## src/rtl/cpu_pkg.sv

```systemverilog
// Shared definitions for the 16-bit five-stage pipeline: datapath width,
// memory-stage state encoding and the default memory timeout.
package cpu_pkg;

   localparam int DATA_W          = 16;
   localparam int TIMEOUT_DEFAULT = 64;

   typedef enum logic [1:0] {
      ST_IDLE   = 2'd0,
      ST_WAIT   = 2'd1,
      ST_HALTED = 2'd2
   } mas_state_e;

endpackage

```

## src/rtl/mem_timeout_ctr.sv

```systemverilog
// Small counter with clear/enable/expire. SAT=0: down-counter reloaded with
// LIMIT on clear, expiring at zero. SAT=1: up-counter that sticks at all-ones.
module mem_timeout_ctr #(
   parameter int W     = 8,
   parameter int LIMIT = 0,
   parameter bit SAT   = 1'b0
) (
   input  logic         clk,
   input  logic         rst,
   input  logic         clr,
   input  logic         en,
   output logic [W-1:0] cnt,
   output logic         expire
);

   assign expire = SAT ? (&cnt) : (cnt == '0);

   always_ff @(posedge clk or negedge rst) begin
      if (!rst)
         cnt <= '0;
      else if (clr)
         cnt <= SAT ? '0 : W'(LIMIT);
      else if (en && !expire)
         cnt <= SAT ? cnt + 1'b1 : cnt - 1'b1;
   end

endmodule

```

## src/rtl/mem_access_stage.sv

```systemverilog
// Data-memory access stage: issues loads/stores over a req/done handshake,
// stalls the pipeline while an access is outstanding, flags misalignment/timeout.
module mem_access_stage #(
   parameter int DATA_W  = cpu_pkg::DATA_W,
   parameter int TIMEOUT = cpu_pkg::TIMEOUT_DEFAULT
) (
   input  logic              clk,
   input  logic              rst,
   input  logic              ex_valid,
   input  logic              ex_mem_read,
   input  logic              ex_mem_write,
   input  logic              ex_halt,
   input  logic [DATA_W-1:0] ex_addr,
   input  logic [DATA_W-1:0] ex_wdata,
   output logic              mem_req,
   output logic              mem_wr,
   output logic [DATA_W-1:0] mem_addr,
   output logic [DATA_W-1:0] mem_wdata,
   input  logic              mem_done,
   input  logic [DATA_W-1:0] mem_rdata,
   output logic [DATA_W-1:0] read_data,
   output logic              stall,
   output logic              err,
   output logic              halted,
   output logic [DATA_W-1:0] stall_cnt
);
   import cpu_pkg::*;

   // The timer reloads with TIMEOUT-2 so the abort lands on the TIMEOUT-th
   // cycle of the access, counting the issue cycle.
   localparam int TW = (TIMEOUT > 2) ? $clog2(TIMEOUT) : 1;

   mas_state_e        state_q, state_d;
   logic [DATA_W-1:0] addr_q, wdata_q, rdata_q;
   logic              wr_q, err_q, halted_q;
   logic              access, misal;
   logic              issue, err_set, halt_set, ld_rdata;
   logic              tmr_clr, tmr_en, tmr_exp;
   logic [TW-1:0]     tmr_cnt;
   logic              scnt_sat;
   logic              unused_ok;

   assign access    = ex_valid & (ex_mem_read | ex_mem_write) & ~halted_q;
   assign misal     = ex_addr[0];
   assign err       = err_q;
   assign halted    = halted_q;
   assign unused_ok = ^{tmr_cnt, scnt_sat};

   always_comb begin
      state_d   = state_q;
      mem_req   = 1'b0;
      mem_wr    = 1'b0;
      mem_addr  = addr_q;
      mem_wdata = wdata_q;
      read_data = rdata_q;
      stall     = 1'b0;
      issue     = 1'b0;
      err_set   = 1'b0;
      halt_set  = 1'b0;
      ld_rdata  = 1'b0;
      tmr_clr   = 1'b0;
      tmr_en    = 1'b0;
      // While reset is held every output stays at its reset value even if
      // the upstream registers still present a memory op.
      if (rst) begin
         case (state_q)
            ST_IDLE: begin
               if (access && !misal) begin
                  mem_req   = 1'b1;
                  mem_wr    = ex_mem_write;
                  mem_addr  = ex_addr;
                  mem_wdata = ex_wdata;
                  issue     = 1'b1;
                  if (mem_done) begin
                     if (!ex_mem_write) begin
                        read_data = mem_rdata;
                        ld_rdata  = 1'b1;
                     end
                  end else begin
                     stall   = 1'b1;
                     tmr_clr = 1'b1;
                     state_d = ST_WAIT;
                  end
               end else if (access) begin
                  read_data = '0;
                  err_set   = 1'b1;
               end else if (ex_valid && ex_halt) begin
                  halt_set = 1'b1;
                  state_d  = ST_HALTED;
               end
            end
            ST_WAIT: begin
               mem_req = 1'b1;
               mem_wr  = wr_q;
               if (mem_done) begin
                  if (!wr_q) begin
                     read_data = mem_rdata;
                     ld_rdata  = 1'b1;
                  end
                  state_d = ST_IDLE;
               end else if (tmr_exp) begin
                  read_data = '0;
                  err_set   = 1'b1;
                  state_d   = ST_IDLE;
               end else begin
                  stall  = 1'b1;
                  tmr_en = 1'b1;
               end
            end
            ST_HALTED: ;
            default: state_d = ST_IDLE;
         endcase
      end
   end

   always_ff @(posedge clk or negedge rst) begin
      if (!rst) begin
         state_q  <= ST_IDLE;
         addr_q   <= '0;
         wdata_q  <= '0;
         wr_q     <= 1'b0;
         rdata_q  <= '0;
         err_q    <= 1'b0;
         halted_q <= 1'b0;
      end else begin
         state_q <= state_d;
         if (issue) begin
            addr_q  <= ex_addr;
            wdata_q <= ex_wdata;
            wr_q    <= ex_mem_write;
         end
         if (ld_rdata) rdata_q  <= mem_rdata;
         if (err_set)  err_q    <= 1'b1;
         if (halt_set) halted_q <= 1'b1;
      end
   end

   mem_timeout_ctr #(.W(TW), .LIMIT(TIMEOUT-2), .SAT(1'b0)) u_timeout (
      .clk    (clk),
      .rst    (rst),
      .clr    (tmr_clr),
      .en     (tmr_en),
      .cnt    (tmr_cnt),
      .expire (tmr_exp)
   );

   mem_timeout_ctr #(.W(DATA_W), .LIMIT(0), .SAT(1'b1)) u_stall_cnt (
      .clk    (clk),
      .rst    (rst),
      .clr    (1'b0),
      .en     (stall),
      .cnt    (stall_cnt),
      .expire (scnt_sat)
   );

endmodule

```

## config.mk

```make
export PLATFORM = sky130hd
export DESIGN_NAME = mem_access_stage
export DESIGN_NICKNAME = d
export VERILOG_FILES = /design/src/rtl/cpu_pkg.sv /design/src/rtl/mem_timeout_ctr.sv /design/src/rtl/mem_access_stage.sv
export SDC_FILE = /design/constraint.sdc
export NUM_CORES = 1
export LEC_CHECK = 0
export ABC_AREA = 1
export CORE_ASPECT_RATIO = 1.5
export CORE_MARGIN = 2
export CORE_UTILIZATION = 51
export CTS_CLUSTER_DIAMETER = 120
export DETAILED_ROUTE_END_ITERATION = 8
export HOLD_SLACK_MARGIN = 0.1
export PLACE_DENSITY = 0.86
export SLEW_MARGIN = 40
export SYNTH_ARGS = -nofsm -noshare
export SYNTH_HDL_FRONTEND = slang
export SYNTH_HIERARCHICAL = 1
export SYNTH_SLANG_ARGS = --single-unit
```

## constraint.sdc

```tcl
create_clock -name clk -period 5.5 [get_ports clk]
set_clock_uncertainty 0.15 [all_clocks]
set_input_delay 1.375 -clock clk [delete_from_list [all_inputs] [get_ports clk]]
set_output_delay 1.375 -clock clk [all_outputs]
set_load 0.005 [all_outputs]
```

==> out/results.txt, run 1 <==
Status: finished, final reports clean
Drt wl/cell: 13.1 um
Clock power share: 0.496
H-tree depth: 3
Layout Utilization: 0.729
Final Cycle Share: 0.911
Max VDD drop: 173 uV
Chip Width: 77.8 um
Die H: 115 um
Row cnt: 40
CTS tree: built
MaxCap Viol Count: 0
CP max-delay cell: clkdlybuf4s50_1
Vias in the first global route: 4005
Clock transition at path regs: 0.05 ns
Final setup viols: 0
Mapped cell area: 4170 um^2
Setup bufs post-CTS: 0
First-pass GRT wire length: 17600 um
Most Crowded Layer GR: met2
Met1 usage: 0.277
DR pass1 iterations: 4
Final WL: 10600 um
Sw Ratio: 0.215
Met2 Usage GRT: 0.447
Tightest Pin Transition: 0.796 ns
N_diodes: 0
Die ar.: 8920 um^2
Share of cells above drive strength 1: 0.0838
Final GP Congestion: 0.869
Initial antenna violation count: 0
DRC: 0
Worst hold slack: 0.302 ns
Sw power: 287 uW
Later-pin clock latency in the skew report: 0.34 ns
Crit-path max cell delay: 0.53 ns
Total GRT Usage: 0.248
Crit-path most repeated cell: clkdlybuf4s50_1
Detailed Place HPWL: 7710 um
Via count: 4055
Post_cts resized: 0
Power Density: 230 nW/um^2
Slew HR: 0.466
ANT nets after route: 0
Worst Setup Path Type: in2out
Startpoint types: input port
Mean area per synthesized cell: 7.32 um^2
Leakage: 3.17 nW
Remaining Overflow, GRT: 0
Critical path required time: 3.97 ns
Port Buffer Count: 123
Root Driver: clkbuf_16
GR Util met3: 0.0544
Fin. max-slew vios: 0
Cells after Synth: 569
Synth Warn #: 6
Nets: 757
IO Pins: 124
Clock sinks: 75
Starting density of the core: 0.523
Sequential power share: 0.423
RSZ-0062 raised after global routing: no
Worst min-delay path class: reg2reg
Final Hold Fails: 0
P&R area growth vs syn: 39.2%
Worst path cell trace: clkdlybuf4s50_1 > inv_1 > nor2_2 > nand4_1 > nand2_2 > nand3_2 > nand2_1 > clkdlybuf4s50_1
Worst Setup End Kind: primary output
CP arrival: 3.49 ns
Period minus WS final: 5.01 ns
Setup TNS: 0 ns
Via density: 5.01
F_max: 200 MHz
CTS max path bufs: 2
CP max FO: 17
Largest net degree at the start of global routing: 63
CORE AREA: 7960 um^2
Hold buffers post-CTS: 0
Int Pwr: 1.05 mW
Combinational Power Share: 0.081
TritonCTS buffer count: 9
Drt initial violations: 265
==> sequential cells by signal, indices dropped and copies added, names as in the netlist <==
name,cells
u_stall_cnt/cnt,16
wdata_q,16
wr_q,1
halted,1
state_q,2
u_timeout/cnt,6
err,1
rdata_q,16
addr_q,16
==> cell type report <==
class / count / area (um^2)
fillers: 595 / 2160
flip-flops and latches: 75 / 1880
clock buffers: 9 / 225
multi-input cells: 439 / 2010
well taps: 105 / 131
inverters: 47 / 176
repair buffers: 127 / 1260
clock inverters: 7 / 116
==> power by group through the flow <==
stage	registers, mW	clock network [mW]	logic [mW]
after floorplan	0.573	0	0.0491
after global placement	0.573	0	0.105
after detailed placement	0.574	0	0.107
after CTS	0.564	0.674	0.108
after global routing	0.564	0.702	0.119
final	0.564	0.661	0.108
==> cell usage in the layout (no fill, tap or decap), drive strengths merged, types with 3 or more instances in the layout <==
cell type,instances
a21oi,4
buf,5
bufinv,3
clkbuf,9
clkdlybuf4s50,122
clkinv,4
conb,6
dfrtp,75
ha,3
inv,46
nand2,294
nand3,59
nand4,10
nor2,43
o21ai,10
xor2,6
==> worst paths after layout <==
kind,start,end,slack [ns],cells past startpoint
worst max-delay path,mem_done,read_data[12],0.49,8
worst min-delay path,err,err,0.30,1
worst max register to register,u_timeout/cnt[0],u_stall_cnt/cnt[12],2.82,11
worst min register to register,err,err,0.30,1
max in group asynchronous,rst,rdata_q[7],3.18,3
min in group asynchronous,rst,rdata_q[13],1.08,2
==> per-stage QoR <==
stage               cells  instance area, um^2  setup WS (ns)  power, mW
floorplan             574                 4180           1.78      0.622
finish                809                 5800          0.488       1.33
global placement      793                 5460          0.577      0.678
detailed placement    793                 5460          0.505      0.681
global route          809                 5800          0.321       1.39
CTS                   809                 5800          0.501       1.35
==> critical path: cells and delay by family <==
| kind | cells | cell delay, ns |
|---|---|---|
| AND/OR/NAND/NOR | 5 | 0.93 |
| buffers and inverters | 3 | 1.16 |
==> metal layers <==
layer	part of all wire	up-vias
met1	0.40	1875
met5	0	-
met2	0.52	128
met4	0.027	0
met3	0.056	26
li1	-	2026
No activity file was read; power rests on OpenSTA's default activity.
==> inputs of run 2 (changes only) <==
--- a/config.mk
+++ b/config.mk
@@ -9,8 +9,9 @@
 export CORE_ASPECT_RATIO = 1.5
 export CORE_MARGIN = 2
 export CORE_UTILIZATION = 51
-export CTS_CLUSTER_DIAMETER = 120
+export CTS_CLUSTER_DIAMETER = 150
 export DETAILED_ROUTE_END_ITERATION = 8
+export GPL_TIMING_DRIVEN = 0
 export HOLD_SLACK_MARGIN = 0.1
 export PLACE_DENSITY = 0.86
 export SLEW_MARGIN = 40
==> run 2 against run 1 <==
  * Combinational power increased by 7%
  * Critical path depth increased by 2
  * Sequential share of layout area decreased by 0.42 points
  * Design area increased by 1.3%
  * Sequential power about the same
  * Global-route usage increased by 0.35 points
  * Largest power group unchanged
  * Clock-buffer cell count increased by 4
  * Worst setup slack got worse by 0.020 ns
  * Clock power decreased by 14%
  * Hold slack improved by 0.0024 ns
  * Largest cell class unchanged
  * Die area unchanged
  * First-iteration DRC count decreased by 6.8%
==> out/results.txt, run 2 (same netlist as run 1, synthesis figures left out) <==
Status: finished, final reports clean (unchanged)
DR pass1 iterations: 5 (was 4)
Crit-path max cell delay: 0.53 ns (about the same)
Total GRT Usage: 0.252 (was 0.248)
WHS Endpoint: err (unchanged)
Post_cts resized: 0 (unchanged)
N_diodes: 0 (unchanged)
Leakage: 3.21 nW (was 3.17 nW)
Tightest Pin Transition: 0.715 ns (was 0.796 ns)
CP arrival: 3.51 ns (was 3.49 ns)
Worst r2r src: u_timeout/cnt[0] (unchanged)
Share of cells above drive strength 1: 0.0966 (was 0.0838)
Later-pin clock latency in the skew report: 0.33 ns (was 0.34 ns)
Clock sinks: 75 (unchanged)
Filler instances: 599 (was 595)
Worst path cell trace: buf_6 > buf_16 > inv_2 > nor2_2 > nand2_1 > nor2_4 > buf_4 > nand2_1 > nand2_1 > clkdlybuf4s50_1 (was clkdlybuf4s50_1 > inv_1 > nor2_2 > nand4_1 > nand2_2 > nand3_2 > nand2_1 > clkdlybuf4s50_1)
Register area: 1880 um^2 (unchanged)
Slew HR: 0.521 (was 0.466)
Worst R2R Path Depth: 11 (unchanged)
Via count: 4123 (was 4055)
Nets: 767 (was 757)
Vias in the first global route: 3961 (was 4005)
Setup WS pre-CTS: 0.448 ns (was 0.505 ns)
Via density: 5.03 (was 5.01)
Area of the multi-input gates: 2010 um^2 (unchanged)
Largest net degree at the start of global routing: 50 (was 63)
Period minus WS final: 5.03 ns (was 5.01 ns)
Clock transition at path regs: 0.05 ns (about the same)
Power Density: 213 nW/um^2 (was 230 nW/um^2)
Remaining Overflow, GRT: 0 (unchanged)
F_max: 199 MHz (was 200 MHz)
Detailed Place HPWL: 8120 um (was 7710 um)
Hold Startpoint: err (unchanged)
Worst hold stages: 1 (unchanged)
CORE AREA: 7960 um^2 (unchanged)
Commonest non-fill, non-tap cell in the layout: nand2_1 (unchanged)
Drt wl/cell: 13.2 um (was 13.1 um)
ANT nets after route: 0 (unchanged)
Non-Filler Cell Area, Final: 5880 um^2 (was 5800 um^2)
IO Pins: 124 (unchanged)
Drt initial violations: 247 (was 265)
Final Cycle Share: 0.915 (was 0.911)
Setup bufs post-CTS: 0 (unchanged)
Worst Setup End Kind: primary output (unchanged)
Critical path required time: 3.97 ns (about the same)
Final Hold Fails: 0 (unchanged)
Final GP Congestion: 0.943 (was 0.869)
Final setup viols: 0 (unchanged)
TritonCTS buffer count: 9 (unchanged)
CTS max path bufs: 2 (unchanged)
Port Buffer Count: 123 (unchanged)
Most frequent cells in the layout: nand2_1, clkdlybuf4s50_1, dfrtp_1 (unchanged)
Chip Width: 77.8 um (unchanged)
Layout Cells excl Fill: 819 (was 809)
P&R area growth vs syn: 41.1% (was 39.2%)
MaxCap Viol Count: 0 (unchanged)
Hold buffers post-CTS: 0 (unchanged)
DRC: 0 (unchanged)
Startpoint types: input port (unchanged)
Starting density of the core: 0.523 (unchanged)
Final WL: 10800 um (was 10600 um)
H-tree depth: 3 (unchanged)
Fin. max-slew vios: 0 (unchanged)
Worst Setup Path Type: in2out (unchanged)
Worst min-delay path class: reg2reg (unchanged)
FF-to-FF setup slack: 2.96 ns (was 2.82 ns)
RSZ-0062 raised after global routing: no (unchanged)
First-pass GRT wire length: 18000 um (was 17600 um)
Total power: 1.25 mW (was 1.33 mW)
Setup TNS: 0 ns (unchanged)
Crit-path most repeated cell: nand2_1 (was clkdlybuf4s50_1)
Cell Area, Placed: 5580 um^2 (was 5460 um^2)
Die H: 115 um (unchanged)
CP max-delay cell: clkdlybuf4s50_1 (unchanged)
Root Driver: clkbuf_16 (unchanged)
Final worst slack: 0.469 ns (was 0.488 ns)
Worst reg2reg path endpoint: u_stall_cnt/cnt[10] (was u_stall_cnt/cnt[12])
CTS tree: built (unchanged)
CP max FO: 49 (was 17)
Placed Cells: 803 (was 793)
Die ar.: 8920 um^2 (unchanged)
Row cnt: 40 (unchanged)
Max VDD drop: 167 uV (was 173 uV)
Initial antenna violation count: 0 (unchanged)
run 2: cell count changes in the layout (fill, tap and decap cells not counted):
cell	delta
buf_16	+1
buf_2	+3
buf_4	-2
buf_6	+8
bufinv_16	-3
clkbuf_8	+4
clkinv_2	-1
clkinv_4	-1
clkinvlp_4	+1
run 2: cell type report:
class,instances,share of cell area
clock buffers,13,0.0477
plain buffers,13,0.0198
inverters,47,0.0300
flip-flops and latches,75,0.319
well taps,105,0.0224
multi-input cells,439,0.343
clock inverters,3,0.00341
repair buffers,124,0.214
run 2: worst max path at each step:
stage	startpoint	to	slack, ns	cells past startpoint
floorplan	ex_valid	mem_addr[10]	1.78	8
global placement	rst	mem_wdata[10]	-2.19	9
detailed placement	rst	mem_wdata[14]	0.45	10
CTS	rst	mem_wdata[4]	0.42	10
global route	rst	mem_wdata[9]	0.24	10
finish	rst	mem_wdata[4]	0.47	10
run 2: power by group:
part	internal, mW	switching, mW
clock network	0.354	0.217
logic	0.0545	0.0611
registers	0.555	0.00881
run 2: layer usage:
metal | wire [um] | track usage | up-vias
met5 | 0 | 0 | -
met4 | 231 | 0.123 | 0
met3 | 488 | 0.0379 | 20
met2 | 5770 | 0.452 | 119
met1 | 4290 | 0.291 | 1941
li1 | - | - | 2043
run 2: worst max-delay path, delay by kind of cell:
family | cells | cell delay [ns]
buffers and inverters | 5 | 1.41
and+or+nand+nor | 5 | 0.70
run 2: per-stage QoR:
stage | hold slack (ns) | utilization
floorplan | 0.287 | -
global placement | 0.292 | 0.697
detailed placement | 0.301 | 0.701
CTS | 0.313 | 0.738
global route | 0.317 | 0.738
finish | 0.304 | 0.738
==> inputs of run 3 (changes only) <==
--- a/config.mk
+++ b/config.mk
@@ -6,14 +6,15 @@
 export NUM_CORES = 1
 export LEC_CHECK = 0
 export ABC_AREA = 1
+export ABC_CLOCK_PERIOD_IN_PS = 5600
 export CORE_ASPECT_RATIO = 1.5
 export CORE_MARGIN = 2
-export CORE_UTILIZATION = 51
+export CORE_UTILIZATION = 48
 export CTS_CLUSTER_DIAMETER = 150
 export DETAILED_ROUTE_END_ITERATION = 8
 export GPL_TIMING_DRIVEN = 0
 export HOLD_SLACK_MARGIN = 0.1
-export PLACE_DENSITY = 0.86
+export PLACE_DENSITY = 0.81
 export SLEW_MARGIN = 40
 export SYNTH_ARGS = -nofsm -noshare
 export SYNTH_HDL_FRONTEND = slang
==> constraint.sdc (replaced) <==
create_clock -name clk -period 5.6 [get_ports clk]
set_clock_uncertainty 0.15 [all_clocks]
set_input_delay 1.4 -clock clk [delete_from_list [all_inputs] [get_ports clk]]
set_output_delay 1.4 -clock clk [all_outputs]
set_load 0.005 [all_outputs]
==> run 3 against run 2 <==
  * Sequential share of layout area is 0.28 points lower
  * Final cell count is 0.24% higher
  * Sequential power is 2% lower
  * Global-route usage is 1.7 points lower
  * Design area is 0.89% higher
  * Combinational power hardly changed
  * Register-to-register slack hardly changed
  * Non-clock buffer count stayed put
  * Critical path depth stayed put
  * Hold slack better by 0.0049 ns
  * Worst setup slack better by 0.056 ns
  * Largest cell class unchanged
==> out/results.txt, run 3 (same netlist as run 1, synthesis figures left out) <==
Crit-path most repeated cell: nand2_1 (unchanged)
Post_cts resized: 0 (unchanged)
H-tree depth: 3 (unchanged)
Starting density of the core: 0.495 (was 0.523)
RSZ-0062 raised after global routing: no (unchanged)
Most frequent cells in the layout: nand2_1, clkdlybuf4s50_1, dfrtp_1 (unchanged)
First-pass GRT wire length: 17700 um (was 18000 um)
Startpoint types: input port (unchanged)
Worst Setup Path Type: in2out (unchanged)
Commonest non-fill, non-tap cell in the layout: nand2_1 (unchanged)
Final Cycle Share: 0.906
CP arrival: 3.53 ns (was 3.51 ns)
Cell Area, Placed: 5580 um^2 (about the same)
Chip Width: 80.1 um (was 77.8 um)
CORE AREA: 8410 um^2 (was 7960 um^2)
Final worst slack: 0.525 ns (was 0.469 ns)
Port Buffer Count: 123 (unchanged)
Worst hold stages: 1 (unchanged)
Final WL: 10900 um (was 10800 um)
Share of cells above drive strength 1: 0.0966 (unchanged)
Setup TNS: 0 ns (unchanged)
Drt wl/cell: 13.3 um (was 13.2 um)
Nets: 767 (unchanged)
Final setup viols: 0 (unchanged)
IO Pins: 124 (unchanged)
CTS tree: built (unchanged)
Final Hold Fails: 0 (unchanged)
Remaining Overflow, GRT: 0 (unchanged)
F_max: 197 MHz
Cell family with most CP delay: buffers and inverters (unchanged)
DR pass1 iterations: 4 (was 5)
Via density: 5.05 (was 5.03)
Max VDD drop: 208 uV (was 167 uV)
Layout Utilization: 0.705 (was 0.738)
Placed Cells: 805 (was 803)
Vias in the first global route: 3948 (was 3961)
Later-pin clock latency in the skew report: 0.33 ns (about the same)
Largest net degree at the start of global routing: 53 (was 50)
Final GP Congestion: 0.934 (was 0.943)
WP buf/inv: 5 (unchanged)
CTS max path bufs: 2 (unchanged)
Slew HR: 0.504 (was 0.521)
Drt initial violations: 223 (was 247)
Setup bufs post-CTS: 0 (unchanged)
Initial antenna violation count: 0 (unchanged)
Filler instances: 693 (was 599)
CP max-delay cell: clkdlybuf4s50_1 (unchanged)
TritonCTS buffer count: 9 (unchanged)
Die ar.: 9450 um^2 (was 8920 um^2)
Period minus WS final: 5.08 ns
P&R area growth vs syn: 42.3% (was 41.1%)
Leakage: 3.24 nW (was 3.21 nW)
CP Depth: 10 (unchanged)
MaxCap Viol Count: 0 (unchanged)
Layout Cells excl Fill: 821 (was 819)
Status: finished, final reports clean (unchanged)
Critical path required time: 4.05 ns (was 3.97 ns)
Power Density: 226 nW/um^2 (was 213 nW/um^2)
Die H: 118 um (was 115 um)
Hold buffers post-CTS: 0 (unchanged)
Root Driver: clkbuf_16 (unchanged)
Detailed Place HPWL: 8050 um (was 8120 um)
Worst min-delay path class: reg2reg (unchanged)
Worst path cell trace: buf_6 > buf_16 > inv_2 > nor2_2 > nand2_1 > nor2_4 > buf_4 > nand2_1 > nand2_1 > clkdlybuf4s50_1 (unchanged)
Worst R2R Path Depth: 11 (unchanged)
ANT nets after route: 0 (unchanged)
Via count: 4143 (was 4123)
Worst Setup End Kind: primary output (unchanged)
Fin. max-slew vios: 0 (unchanged)
Worst hold slack: 0.309 ns (was 0.304 ns)
Total power: 1.34 mW (was 1.25 mW)
Non-Filler Cell Area, Final: 5930 um^2 (was 5880 um^2)
N_diodes: 0 (unchanged)
Row cnt: 41 (was 40)
Total GRT Usage: 0.235 (was 0.252)
Setup WS pre-CTS: 0.491 ns (was 0.448 ns)
CP max FO: 52 (was 49)
DRC: 0 (unchanged)
Clock sinks: 75 (unchanged)
Clock transition at path regs: 0.06 ns (was 0.05 ns)
Crit-path max cell delay: 0.50 ns (was 0.53 ns)
Tightest Pin Transition: 0.740 ns (was 0.715 ns)
run 3: cell count changes in the layout (fill, tap and decap cells not counted):
cell and change:
clkbuf_8 -3, bufinv_16 +3, clkinvlp_4 -1, inv_6 +1
run 3: final cells by class:
class	count	area [um^2]	share of cell area
buffer	13	116	0.0196
clock buffer	10	239	0.0403
clock inverter	6	111	0.0188
inverter	47	176	0.0298
multi-input combinational	439	2010	0.340
sequential	75	1880	0.317
tap	107	134	0.0226
timing repair buffer	124	1260	0.213
run 3: layer usage:
layer | up-vias | track usage | wire, um
met5 | - | 0 | 0
met4 | 0 | 0.0964 | 227
met3 | 20 | 0.0353 | 684
met2 | 147 | 0.418 | 5760
met1 | 1927 | 0.276 | 4220
li1 | 2049 | - | -
run 3: power breakdown:
group | internal (mW) | switching (mW)
registers | 0.545 | 0.00831
clock network | 0.448 | 0.223
logic | 0.0534 | 0.0597
total | 1.05 | 0.291
run 3: worst paths after layout:
check                            startpoint                   to  slack [ns]
min                                     err                  err        0.31
max reg2reg                u_timeout/cnt[0]   u_stall_cnt/cnt[0]        2.96
max in group asynchronous               rst  u_stall_cnt/cnt[15]        4.00
min reg2reg                             err                  err        0.31
min in group asynchronous               rst           rdata_q[7]        0.78
max                                     rst        mem_wdata[12]        0.52
